--- src/rtl/wiscsc15_pkg.sv ---
// Shared constants and types for the WISC-SC15 front end.
package wiscsc15_pkg;

    localparam int FETCH_AW = 16;
    localparam int FETCH_IW = 16;
    localparam logic [15:0] RESET_PC_DEF = 16'h0000;

    localparam logic [3:0] OP_ADD  = 4'h0;
    localparam logic [3:0] OP_SUB  = 4'h1;
    localparam logic [3:0] OP_NAND = 4'h2;
    localparam logic [3:0] OP_XOR  = 4'h3;
    localparam logic [3:0] OP_INC  = 4'h4;
    localparam logic [3:0] OP_SRA  = 4'h5;
    localparam logic [3:0] OP_SRL  = 4'h6;
    localparam logic [3:0] OP_SLL  = 4'h7;
    localparam logic [3:0] OP_LW   = 4'h8;
    localparam logic [3:0] OP_SW   = 4'h9;
    localparam logic [3:0] OP_LHB  = 4'hA;
    localparam logic [3:0] OP_LLB  = 4'hB;
    localparam logic [3:0] OP_B    = 4'hC;
    localparam logic [3:0] OP_CALL = 4'hD;
    localparam logic [3:0] OP_RET  = 4'hE;
    localparam logic [3:0] OP_HALT = 4'hF;

    typedef enum logic [1:0] {
        ST_FETCH     = 2'd0,
        ST_WAIT_DROP = 2'd1,
        ST_HALTED    = 2'd2
    } fetch_state_t;

endpackage

--- src/rtl/wiscsc15_fetch_skid.sv ---
// One-entry {instr, pc} holding buffer used when decode stalls on an acked fetch.
module wiscsc15_fetch_skid
    import wiscsc15_pkg::*;
#(
    parameter int AW = FETCH_AW,
    parameter int IW = FETCH_IW
) (
    input  logic          clk,
    input  logic          rst_n,
    input  logic          load,
    input  logic          unload,
    input  logic          flush,
    input  logic [IW-1:0] d_instr,
    input  logic [AW-1:0] d_pc,
    output logic          full,
    output logic [IW-1:0] q_instr,
    output logic [AW-1:0] q_pc
);

    always_ff @(posedge clk or negedge rst_n) begin
        if (!rst_n) begin
            full    <= 1'b0;
            q_instr <= '0;
            q_pc    <= '0;
        end else if (flush) begin
            full <= 1'b0;
        end else if (load) begin
            full    <= 1'b1;
            q_instr <= d_instr;
            q_pc    <= d_pc;
        end else if (unload) begin
            full <= 1'b0;
        end
    end

endmodule

--- src/rtl/wiscsc15_fetch.sv ---
// Instruction fetch: owns the PC, runs the req/ack imem port and hands
// {instr, pc, pc+1} to decode through a valid/stall output register.
module wiscsc15_fetch
    import wiscsc15_pkg::*;
#(
    parameter int AW = FETCH_AW,
    parameter int IW = FETCH_IW,
    parameter logic [AW-1:0] RESET_PC = AW'(RESET_PC_DEF)
) (
    input  logic          clk,
    input  logic          rst_n,
    output logic          imem_req,
    output logic [AW-1:0] imem_addr,
    input  logic          imem_ack,
    input  logic [IW-1:0] imem_rdata,
    input  logic          stall,
    input  logic          redirect,
    input  logic [AW-1:0] redirect_pc,
    output logic          if_valid,
    output logic [IW-1:0] if_instr,
    output logic [3:0]    if_opcode,
    output logic [AW-1:0] if_pc,
    output logic [AW-1:0] if_pc_plus1,
    output logic          halted
);

    localparam logic [AW-1:0] PC_ONE = AW'(1);

    fetch_state_t  state, state_d;
    logic [AW-1:0] pc, pc_d, addr_d;
    logic          req_d, fetching;
    logic          accept, xfer, out_load, is_halt, pending;
    logic          skid_load, skid_unload, skid_full;
    logic [IW-1:0] skid_instr;
    logic [AW-1:0] skid_pc;

    // A request still waiting for its ack cannot be withdrawn.
    assign pending     = imem_req && !imem_ack;
    assign accept      = imem_req && imem_ack && fetching && !redirect;
    assign xfer        = if_valid && !stall;
    assign out_load    = accept && (!if_valid || !stall);
    assign skid_load   = accept && if_valid && stall;
    assign skid_unload = xfer && skid_full && !redirect;
    assign is_halt     = (imem_rdata[IW-1 -: 4] == OP_HALT);
    assign if_opcode   = if_instr[IW-1 -: 4];

    always_ff @(posedge clk or negedge rst_n) begin
        if (!rst_n) state <= ST_FETCH;
        else        state <= state_d;
    end

    always_comb begin
        state_d = state;
        if (redirect) begin
            state_d = pending ? ST_WAIT_DROP : ST_FETCH;
        end else begin
            case (state)
                ST_FETCH:     if (accept && is_halt) state_d = ST_HALTED;
                ST_WAIT_DROP: if (imem_ack) state_d = ST_FETCH;
                default:      state_d = state;
            endcase
        end
    end

    always_comb begin
        fetching = (state == ST_FETCH);
        halted   = (state == ST_HALTED);
    end

    // Next PC and request; a pending request keeps its address across a redirect.
    always_comb begin
        pc_d   = pc;
        req_d  = imem_req;
        addr_d = imem_addr;
        if (redirect) begin
            pc_d = redirect_pc;
            if (!pending) begin
                req_d  = 1'b1;
                addr_d = redirect_pc;
            end
        end else if (accept) begin
            pc_d   = pc + PC_ONE;
            req_d  = !(is_halt || skid_load);
            addr_d = pc + PC_ONE;
        end else if (fetching && !imem_req && (!skid_full || skid_unload)) begin
            req_d  = 1'b1;
            addr_d = pc;
        end else if (state == ST_WAIT_DROP && imem_ack) begin
            addr_d = pc;
        end
    end

    always_ff @(posedge clk or negedge rst_n) begin
        if (!rst_n) begin
            pc        <= RESET_PC;
            imem_req  <= 1'b0;
            imem_addr <= RESET_PC;
        end else begin
            pc        <= pc_d;
            imem_req  <= req_d;
            imem_addr <= addr_d;
        end
    end

    always_ff @(posedge clk or negedge rst_n) begin
        if (!rst_n) begin
            if_valid    <= 1'b0;
            if_instr    <= '0;
            if_pc       <= '0;
            if_pc_plus1 <= '0;
        end else if (redirect) begin
            if_valid <= 1'b0;
        end else if (skid_unload) begin
            if_valid    <= 1'b1;
            if_instr    <= skid_instr;
            if_pc       <= skid_pc;
            if_pc_plus1 <= skid_pc + PC_ONE;
        end else if (out_load) begin
            if_valid    <= 1'b1;
            if_instr    <= imem_rdata;
            if_pc       <= imem_addr;
            if_pc_plus1 <= imem_addr + PC_ONE;
        end else if (xfer) begin
            if_valid <= 1'b0;
        end
    end

    wiscsc15_fetch_skid #(.AW(AW), .IW(IW)) u_skid (
        .clk     (clk),
        .rst_n   (rst_n),
        .load    (skid_load),
        .unload  (skid_unload),
        .flush   (redirect),
        .d_instr (imem_rdata),
        .d_pc    (imem_addr),
        .full    (skid_full),
        .q_instr (skid_instr),
        .q_pc    (skid_pc)
    );

endmodule

--- config.mk ---
export PLATFORM = sky130hd
export DESIGN_NAME = wiscsc15_fetch
export DESIGN_NICKNAME = d
export VERILOG_FILES = /design/src/rtl/wiscsc15_pkg.sv /design/src/rtl/wiscsc15_fetch_skid.sv /design/src/rtl/wiscsc15_fetch.sv
export SDC_FILE = /design/constraint.sdc
export NUM_CORES = 1
export LEC_CHECK = 0
export ABC_AREA = 1
export ABC_CLOCK_PERIOD_IN_PS = 2600
export BUFFER_PORTS_ARGS = -buffer_cell sky130_fd_sc_hd__buf_2
export CAP_MARGIN = 20
export CORE_MARGIN = 2
export CORE_UTILIZATION = 40
export CTS_CLUSTER_DIAMETER = 30
export DETAILED_ROUTE_END_ITERATION = 16
export PLACE_DENSITY = 0.72
export SYNTH_ARGS = -nofsm -noshare
export SYNTH_HDL_FRONTEND = slang
export SYNTH_SLANG_ARGS = --single-unit
--- constraint.sdc ---
create_clock -name clk -period 2.6 [get_ports clk]
set_clock_uncertainty 0.05 [all_clocks]
set_input_delay 0.52 -clock clk [delete_from_list [all_inputs] [get_ports clk]]
set_output_delay 0.52 -clock clk [all_outputs]
set_load 0.005 [all_outputs]
==> impl_metrics.ini <==
[run_status]
status = finished, final reports clean

[place]
io_buffer_count = 107
hpwl_um = 9880
place_congestion = 0.853
place_ws_ns = 0.316

[routing]
first_pass_iters = 5
viasPerCell = 4.93
ant_nets = 0
drt-initial-drc-count = 329
vias = 4974
wl_per_cell_um = 13.9
drc = 0
drt-total-wl_um = 14000

[worst_setup_path]
setup.worst_path.end_class = flop
path_class = reg -> reg
startpoint_type = flop
worstPathRequired_ns = 2.85
crit_fanout = 19
cp.arrival_ns = 2.41

[layout]
diodes = 0
layout.nets = 855
drive_gt1_frac = 0.223
final_common_cell = nand2_1
fillers = 1336
syn_to_final_growth_pct = 23.8
layout_common_cells = nand2_1, dfrtp_1, buf_2, nor2_1, inv_1

[synthesis]
synthFlopType = dfrtp_1
synthCells = 707
synthArstFlopShare = 1.00
syn_avg_cell_area_um2 = 8.03
synth_area_leader_cell = dfrtp_1
synth_edf_count = 0
ys_types = 35
synth_nets = 746
ys_ff_latch = 117
yosys-top-cells-area = dfrtp_1, nand2_1, nand3_1, nor2_1, inv_1
ys_warn_count = 0
synth_area_mm2 = 0.00568
ys_seq_area_frac = 0.516
synth_top_area_share = 0.516

[clock_network]
cts.path.max_buffers = 2
clock_sinks = 117
cts_resized = 0
path_clk_slew_ns = 0.05
clock_latency_ns = 0.41
cts_tree = yes
htreeDepth = 4
root_buffer = clkbuf_16
numCtsBuffers = 17

[floorplanning]
io_pins = 108
dieArea_mm2 = 0.0152
start_util = 0.409
core_region_area_mm2 = 0.0139
die_y_um = 123
die-width_um = 123
rows = 43

[global_route]
antenna_found_initial = 0
grt_usage = 0.203
grt_overflow = 0
grt_pass1_vias = 4743
grt_max_degree = 68
grt_pass1_wl_um = 23400

[sta]
worst_slack_ns = 0.437
max_slew_margin = 0.549
fmax_ghz = 0.462
fin_setup_tns_ns = 0
final.min_clock_period_ns = 2.16
setup_viol = 0
worst_slew_pin_slew_ns = 0.675
hold_viol_final = 0
finalMaxSlewViolations = 0
rsz0062_at_grt = no
fin_crit_sh = 0.832

[power_and_ir_drop]
ir_drop_mv = 0.414
power_density_mw_per_mm2 = 875
leakagePower_nw = 3.66

[run]
max_cap_viol_count = 0

[hold_path]
min_path_type = in -> reg
==> through the flow <==
stage	area (um2)	hold slack (ns)	std cells	util	total power, mW
finish	7030	0.273	1009	0.506	6.15
global route	7030	0.272	1009	0.506	6.53
CTS	7030	0.259	1009	0.506	6.20
detailed placement	6400	0.289	976	0.461	3.74
global placement	6400	0.289	976	0.461	3.70
floorplan	5680	0.174	707	-	3.19
==> layout make-up <==
cell class	instances	area (um2)	area share
flip-flops and latches	117	2930	0.417
multi-input cells	507	2380	0.339
repair buffers	121	683	0.0972
clock buffers	21	460	0.0655
well taps	180	225	0.0321
inverters	52	195	0.0278
clock inverters	11	155	0.0221
==> worst max-delay path: stages, from the launching register on <==
cell and delay, ns:
dfrtp_1 0.40, inv_1 0.15, nor2_8 0.09, nand2_4 0.20, buf_4 0.27, nand2_1 0.09
nand2_1 0.17, nand2_4 0.10, nor3_4 0.31, nand2_1 0.09, nand2_1 0.07, nand3_1 0.06
==> flip-flops by register name (all words and copies together) (netlist names) <==
name            count
imem_req            1
state               2
if_instr           16
imem_addr          16
if_pc              16
if_valid            1
u_skid.q_pc        16
pc                 16
u_skid.full         1
if_pc_plus1        16
u_skid.q_instr     16
==> worst paths after layout <==
path	start	end	slack [ns]	cells after the start
worst max-delay path	if_valid	if_pc_plus1[12]	0.44	11
min in group asynchronous	rst_n	u_skid.q_instr[8]	0.41	2
worst max register to register	if_valid	if_pc_plus1[12]	0.44	11
worst min register to register	u_skid.q_instr[0]	u_skid.q_instr[0]	0.42	2
worst min-delay path	imem_rdata[4]	u_skid.q_instr[4]	0.27	3
max in group asynchronous	rst_n	if_pc_plus1[13]	1.34	3
==> where the power goes <==
group	internal [mW]	leakage [nW]	switching (mW)
Combinational	0.499	1.89	0.684
Clock	1.64	0.310	0.792
Sequential	2.25	1.45	0.286
==> synthesized netlist by cell type (2+ instances only) <==
| library cell | count |
|---|---|
| nand2_1 | 288 |
| dfrtp_1 | 117 |
| nor2_1 | 49 |
| inv_1 | 46 |
| nand3_1 | 45 |
| o21ai_0 | 25 |
| a31oi_1 | 19 |
| buf_2 | 16 |
| o21ai_1 | 12 |
| nand2_2 | 9 |
| o211ai_1 | 9 |
| buf_4 | 6 |
| clkbuf_1 | 6 |
| inv_2 | 6 |
| nand4_1 | 6 |
| xor2_1 | 6 |
| nand2_4 | 4 |
| nand3_2 | 4 |
| nor2_4 | 4 |
| nand3b_1 | 3 |
| nor2_2 | 3 |
| o21bai_1 | 3 |
| xnor2_1 | 3 |
| a22o_1 | 2 |
| buf_6 | 2 |
| ha_1 | 2 |
| nor3_1 | 2 |
| o21a_1 | 2 |
| or2_2 | 2 |
==> per-layer routing <==
layer | track usage | vias to the layer above | share of wire
li1 | - | 2485 | -
met1 | 0.281 | 2329 | 0.47
met2 | 0.305 | 144 | 0.46
met3 | 0.0544 | 16 | 0.051
met4 | 0.0724 | 0 | 0.016
met5 | 0 | - | 0
==> logic make-up (layout without fill, tap and decap cells) <==
group                      after synthesis  count (layout)  synth area share
and+or+nand+nor                        422             422             0.323
DFF                                    117             117             0.516
buffers and inverters                   83             205            0.0650
AOI/OAI and AO/OA                       74              74            0.0780
xor gates and xnor gates                 9               9            0.0139
adders and majority gates                2               2           0.00441
==> what timing repair did <==
action | 4_1_cts | 5_1_grt
hold buffers | 1 | 0
setup buffers | 0 | 0
endpoints found under the hold margin | 4 | 0
Power figures use the tool's default switching activity.
